<file path="config.mk">
export PLATFORM = sky130hd
export DESIGN_NAME = l2_line_responder
export DESIGN_NICKNAME = d
export VERILOG_FILES = /design/src/rtl/l2_line_responder.sv
export SDC_FILE = /design/constraint.sdc
export NUM_CORES = 1
export LEC_CHECK = 0
export CAP_MARGIN = 20
export CORE_AREA = 2 2 180 182
export CTS_BUF_LIST = sky130_fd_sc_hd__clkbuf_4 sky130_fd_sc_hd__clkbuf_8 sky130_fd_sc_hd__clkbuf_16
export CTS_CLUSTER_SIZE = 40
export DETAILED_ROUTE_END_ITERATION = 6
export DIE_AREA = 0 0 182 184
export PLACE_DENSITY_LB_ADDON = 0.15
export SLEW_MARGIN = 20
export SYNTH_ARGS = -nofsm -noshare
export SYNTH_HDL_FRONTEND = slang
export SYNTH_SLANG_ARGS = --single-unit
</file>
<file path="constraint.sdc">
create_clock -name clock -period 2.3 [get_ports clock]
set_clock_uncertainty 0.15 [all_clocks]
set_input_delay 0.46 -clock clock [delete_from_list [all_inputs] [get_ports clock]]
set_output_delay 0.46 -clock clock [all_outputs]
set_load 0.02 [all_outputs]
</file>
<file path="src/rtl/l2_line_responder.sv">
// L2 responder: arbitrates per-thread L1 I-cache line requests and broadcasts returned lines.
// Define L2_PREFETCH_EN to let req_spec next-line prefetches take part as the lowest class.

package fgmt;
    typedef logic [31:0]  word;
    typedef logic [127:0] line;
    localparam int unsigned TID_bits = 2;
endpackage

module l2_line_responder #(
    parameter int unsigned NTHREADS = 4
) (
    input  logic                        clock,
    input  logic                        reset,
    input  logic [NTHREADS-1:0]         br_req,
    input  logic [NTHREADS-1:0]         req_refill,
    input  logic [NTHREADS-1:0]         req_spec,
    input  fgmt::word [NTHREADS-1:0]    req_addr,
    output logic                        mem_req,
    output fgmt::word                   mem_addr,
    input  logic                        mem_ready,
    input  logic                        mem_rsp_valid,
    input  fgmt::line                   mem_rsp_line,
    output fgmt::word                   l2addr,
    output logic [fgmt::TID_bits-1:0]   l2_tid,
    output fgmt::line                   l2_line,
    output logic                        l2_valid_rsp
);
    import fgmt::*;

    typedef logic [TID_bits-1:0] tid_t;
    typedef enum logic [1:0] {IDLE, ISSUE, WAIT, RESP} state_e;

    state_e state_q, state_d;
    tid_t   rr_q, rr_d;
    logic   mask_vld_q, mask_vld_d;
    tid_t   mask_tid_q, mask_tid_d;
    tid_t   tid_q, tid_d;
    logic   mem_req_q, mem_req_d;
    word    mem_addr_q, mem_addr_d;
    logic   l2_valid_q, l2_valid_d;
    word    l2addr_q, l2addr_d;
    tid_t   l2_tid_q, l2_tid_d;
    line    l2_line_q, l2_line_d;

    logic [NTHREADS-1:0] unmask, cls_v;
    logic                pick_found;
    tid_t                pick_tid, cand;
    int unsigned         idx;
    word                 base, tgt;
    logic                unused_inputs;

    // Low address nibble is always replaced by the line offset; req_spec is dead without prefetch.
    assign unused_inputs = ^{req_addr, req_spec};

`ifdef L2_PREFETCH_EN
    logic spec_cls;
`endif

    always_comb begin
        unmask = '1;
        if (mask_vld_q) unmask[mask_tid_q] = 1'b0;
`ifdef L2_PREFETCH_EN
        spec_cls = 1'b0;
`endif
        if (|(br_req & unmask))          cls_v = br_req & unmask;
        else if (|(req_refill & unmask)) cls_v = req_refill & unmask;
        else begin
`ifdef L2_PREFETCH_EN
            cls_v    = req_spec & unmask;
            spec_cls = 1'b1;
`else
            cls_v    = '0;
`endif
        end

        pick_found = 1'b0;
        pick_tid   = '0;
        idx        = 0;
        cand       = '0;
        for (int unsigned i = 0; i < NTHREADS; i++) begin
            idx = 32'(rr_q) + i;
            if (idx >= NTHREADS) idx = idx - NTHREADS;
            cand = tid_t'(idx);
            if (!pick_found && cls_v[cand]) begin
                pick_found = 1'b1;
                pick_tid   = cand;
            end
        end

        base = req_addr[pick_tid];
        tgt  = {base[31:4], 4'b0};
`ifdef L2_PREFETCH_EN
        if (spec_cls) tgt = {base[31:4] + 28'd1, 4'b0};
`endif
    end

    always_comb begin
        state_d    = state_q;
        rr_d       = rr_q;
        mask_vld_d = mask_vld_q;
        mask_tid_d = mask_tid_q;
        tid_d      = tid_q;
        mem_req_d  = mem_req_q;
        mem_addr_d = mem_addr_q;
        l2_valid_d = 1'b0;
        l2addr_d   = l2addr_q;
        l2_tid_d   = l2_tid_q;
        l2_line_d  = l2_line_q;
        case (state_q)
            IDLE: begin
                mask_vld_d = 1'b0;
                if (pick_found) begin
                    state_d    = ISSUE;
                    tid_d      = pick_tid;
                    rr_d       = (32'(pick_tid) == NTHREADS - 1) ? '0 : pick_tid + tid_t'(1);
                    mem_req_d  = 1'b1;
                    mem_addr_d = tgt;
                end
            end
            ISSUE: begin
                if (mem_ready) begin
                    mem_req_d = 1'b0;
                    state_d   = WAIT;
                end
            end
            WAIT: begin
                if (mem_rsp_valid) begin
                    state_d    = RESP;
                    l2_valid_d = 1'b1;
                    l2addr_d   = mem_addr_q;
                    l2_tid_d   = tid_q;
                    l2_line_d  = mem_rsp_line;
                end
            end
            RESP: begin
                // Requester's level is still high this cycle; hide it from the next arbitration.
                state_d    = IDLE;
                mask_vld_d = 1'b1;
                mask_tid_d = tid_q;
            end
            default: state_d = IDLE;
        endcase
    end

    always_ff @(posedge clock) begin
        if (reset) begin
            state_q    <= IDLE;
            rr_q       <= '0;
            mask_vld_q <= 1'b0;
            mask_tid_q <= '0;
            tid_q      <= '0;
            mem_req_q  <= 1'b0;
            mem_addr_q <= '0;
            l2_valid_q <= 1'b0;
            l2addr_q   <= '0;
            l2_tid_q   <= '0;
            l2_line_q  <= '0;
        end else begin
            state_q    <= state_d;
            rr_q       <= rr_d;
            mask_vld_q <= mask_vld_d;
            mask_tid_q <= mask_tid_d;
            tid_q      <= tid_d;
            mem_req_q  <= mem_req_d;
            mem_addr_q <= mem_addr_d;
            l2_valid_q <= l2_valid_d;
            l2addr_q   <= l2addr_d;
            l2_tid_q   <= l2_tid_d;
            l2_line_q  <= l2_line_d;
        end
    end

    assign mem_req      = mem_req_q;
    assign mem_addr     = mem_addr_q;
    assign l2_valid_rsp = l2_valid_q;
    assign l2addr       = l2addr_q;
    assign l2_tid       = l2_tid_q;
    assign l2_line      = l2_line_q;

endmodule

</file>
==> PnR_summary.wiki <==
{| class="wikitable"
! Metric !! Value
|-
| Outcome || complete, but fails checks
|-
| Failing checks || setup timing
|-
| Final Hold Violating Endpoints || 0
|-
| Detailed-router iteration count before antenna repair || 4
|-
| Clock root cell || clkbuf_16
|-
| VDD IR-drop max || 449.3 µV
|-
| Initial detailed-routing violation count || ~380
|-
| Number of cells on the worst hold path || 2
|-
| Setup-violating endpoint count in the final report || 30
|-
| R2r worst-path depth || 10
|-
| Horiz. Die Dim || 182 µm
|-
| Placer Congestion || between 0.8 and 0.9
|-
| Via Count || just over 8000
|-
| Fin Setup TNS || -1.737 ns
|-
| Count of nets after finishing || 1685
|-
| Worst Slack Setup Final || -0.1017 ns
|-
| Cell Pwr Density || 844.6 nW/µm²
|-
| Number of flops mapped to enable cells by yosys || 0
|-
| I/O pin cnt || between 400 and 500
|-
| Most frequent cells in the layout || clkdlybuf4s50_1, nand2_1, dfxtp_1
|-
| Async set or reset register ratio after synthesis || 0
|-
| Post-route clock period utilization || 1.044
|-
| Die height || 184 µm
|-
| Worst-margin pin slew || 0.5018 ns
|-
| Initial antenna violation count || 3
|-
| Cell-internal power || 0.007737 W
|-
| Via count of the first global-routing pass || 8220
|-
| Worst min-delay path class || flop to flop
|-
| Clock H-tree levels || 4
|-
| Crit path arrival time || approximately 2.6 ns
|-
| Unrepaired setup endpoints after global routing || true
|-
| Clock network fraction of design power || 0.266
|-
| Combined area of the multi-input logic cells || 3686 µm²
|-
| Instance count of the mapped netlist || around 960
|-
| Clock tree sinks || ~200
|-
| Post-detailed-routing wire length || 32.14 mm
|-
| Detailed-route DRC error count || 0
|-
| Max clock buf depth || 2
|-
| Part of the total power dissipated in sequential elements || 0.358
|-
| Clock tree from TritonCTS || done
|-
| DP HPWL || between 20 and 25 mm
|-
| Fraction of power consumed by combinational cells || 0.376
|-
| Net Sw Power || 0.004028 W
|-
| Critical path startpoint category || flop
|-
| Data required, critical path || around 2.5 ns
|-
| Top flip-flop cell by instance count after synthesis || dfxtp_1
|-
| Final global-route overflow total || 0
|-
| Post-synthesis average cell area || 8.263 µm²
|-
| Synth top area share || 0.4977
|-
| DIE AREA || 33490 µm²
|-
| Synthesized flop and latch total || 197
|-
| Net switching share of the total power || 0.3424
|-
| Leading area contributor after synthesis || dfxtp_1
|-
| Period minus WS final || 2.402 ns
|-
| Final ANT Viol Nets || 0
|-
| Insertion delay to the later sink of the worst-skew pair || 0.45 ns
|-
| Area Overhead vs Synth || 75.81%
|-
| Max Slew Vio Count || 0
|-
| F_max || between 400 and 500 MHz
|-
| Total number of placement rows || 65
|-
| Most common library cell in the layout ignoring fill and taps || clkdlybuf4s50_1
|-
| Critical path class || flop to flop
|-
| Distinct cells, synth || 50
|-
| Port buffer count || 439
|-
| Fillcell total || 3107
|-
| Worst path slowest cell || dfxtp_4
|-
| Post-CTS Hold Buffers || 0
|-
| Wire length of the first global-routing pass || 47.60 mm
|-
| Area contributors post-synth || dfxtp_1, nand2_1, a21oi_1, mux2i_1, o221ai_1
|-
| Count of synthesis-stage warnings from yosys || 0
|-
| Cell area after synthesis || 7924 µm²
|-
| Pin count of the biggest net entering global routing || 100
|-
| Overall routing resource usage || 0.1852
|-
| Worst-case register-to-register setup slack || -0.10 ns
|-
| Part of the Yosys area used for sequential elements || 0.4977
|-
| Area used by sequential logic in the layout || 3950 µm²
|-
| Slew headroom || 0.6655
|-
| Number of buffers created by CTS || 17
|-
| Initial Util || 0.2524
|-
| WL/cell || 17.60 µm
|-
| Leakage || just under 5 nW
|-
| Via density || 4.547
|-
| Core area || approximately 31000 µm²
|-
| Peak fanout along the critical path || 5
|-
| Share of layout cells above drive strength 1 || 0.08937
|-
| Cell-by-cell trace of the critical path || mux2i_2 > a311oi_2 > a221o_1 > a21oi_2 > a31oi_4 > buf_12 > buf_16 > buf_4 > mux2i_1 > o221ai_1
|-
| Critical Path End Type || flop
|-
| Clock transition at the registers of the reported paths || 0.07 ns
|-
| Max incr delay on CP || between 0.3 and 0.4 ns
|-
| Final core occ || 0.4438
|-
| Post-layout power || approximately 0.012 W
|-
| Number of max-cap violations || 0
|}
[Yosys cell counts (2+ instances only)]
| cell | number |
|---|---|
| a211oi_1 | 3 |
| a21bo_2 | 2 |
| a21o_1 | 3 |
| a21oi_1 | 165 |
| a311o_1 | 2 |
| a311oi_1 | 2 |
| buf_1 | 6 |
| buf_2 | 5 |
| buf_4 | 12 |
| clkbuf_1 | 51 |
| dfxtp_1 | 197 |
| ha_1 | 5 |
| inv_1 | 8 |
| mux2i_1 | 65 |
| nand2_1 | 349 |
| nand2b_1 | 2 |
| nor2_1 | 15 |
| nor2_2 | 2 |
| nor2b_1 | 2 |
| o2111ai_1 | 2 |
| o211ai_1 | 2 |
| o21ai_0 | 2 |
| o21ai_2 | 2 |
| o221ai_1 | 28 |
| o22ai_1 | 2 |
[flip-flops by register name, indices dropped and copies added (netlist names)]
name and count:
l2_line 128, l2addr 28, mem_addr 28, l2_tid 2, mask_tid_q 2, rr_q 2
state_q 2, tid_q 2, l2_valid_rsp 1, mask_vld_q 1, mem_req 1
[routing by layer]
layer | vias up | global-route usage | wire, µm
met5 | - | 0 | 0
met4 | 0 | 0.07000 | 693
met3 | 37 | 0.06834 | 2812
met2 | 319 | 0.3200 | 15600
met1 | 3832 | 0.2083 | 13030
li1 | 4115 | - | -
[worst paths after layout]
check                             start                   endpoint
max          mask_tid_q[0]$_SDFFE_PP0P_  mem_addr[10]$_SDFFE_PP0P_
min           l2_line[102]$_SDFFE_PP0P_  l2_line[102]$_SDFFE_PP0P_
max reg2reg  mask_tid_q[0]$_SDFFE_PP0P_  mem_addr[10]$_SDFFE_PP0P_
min reg2reg   l2_line[102]$_SDFFE_PP0P_  l2_line[102]$_SDFFE_PP0P_
[metrics by stage]
step / hold WS, ns / setup WS [ns] / instances / instance area [µm²]
CTS: 0.3064 / -0.07128 / 1817 / 13790
global route: 0.3248 / -0.1917 / 1826 / 13930
detailed placement: 0.2963 / -0.7136 / 1780 / 13060
finish: 0.3033 / -0.1017 / 1826 / 13930
floorplan: 0.2939 / 0.01231 / 966 / 7950
global placement: 0.2913 / -0.6480 / 1780 / 13060
[power by group through the flow]
stage                     registers (W)  clock network (W)  logic, W
after detailed placement        0.00428                  0   0.00420
after CTS                       0.00422            0.00323   0.00436
after floorplan                 0.00472                  0   0.00162
final                           0.00421            0.00313   0.00443
after global routing            0.00428            0.00335   0.00476
after global placement          0.00428                  0   0.00417
[critical path, delay by kind of cell (launching register included)]
family / cells / cell delay [ns]
DFF: 1 / 0.38
muxes: 2 / 0.44
AOI/OAI and AO/OA: 5 / 0.89
buffers and inverters: 3 / 0.42
[cells by family (layout without fill, tap and decap cells)]
family / Yosys count / after routing / synth area share
other cells: 1 / 11 / 0.0004733
flops: 197 / 197 / 0.4977
buf+inv: 85 / 540 / 0.05116
compound gates: 228 / 228 / 0.1753
simple gates: 376 / 376 / 0.1825
mux: 67 / 67 / 0.08495
fa+ha+maj: 5 / 5 / 0.007895
[repair_timing]
action | in CTS | in global routing
gates cloned | 2 | 2
pin swaps | 5 | 5
gates resized for setup | 22 | 10
buffers inserted | 3 | 4
endpoints found under the setup margin | 30 | 32
[final cells by class]
| type | count | share of cell area |
|---|---|---|
| inverter | 8 | 0.002156 |
| tap | 402 | 0.03611 |
| timing repair buffer | 500 | 0.3698 |
| sequential | 197 | 0.2835 |
| multi-input combinational | 684 | 0.2646 |
| antenna | 3 | 0.0005389 |
| clock inverter | 14 | 0.01177 |
| clock buffer | 18 | 0.03152 |
(Power assumes the default switching activity.)
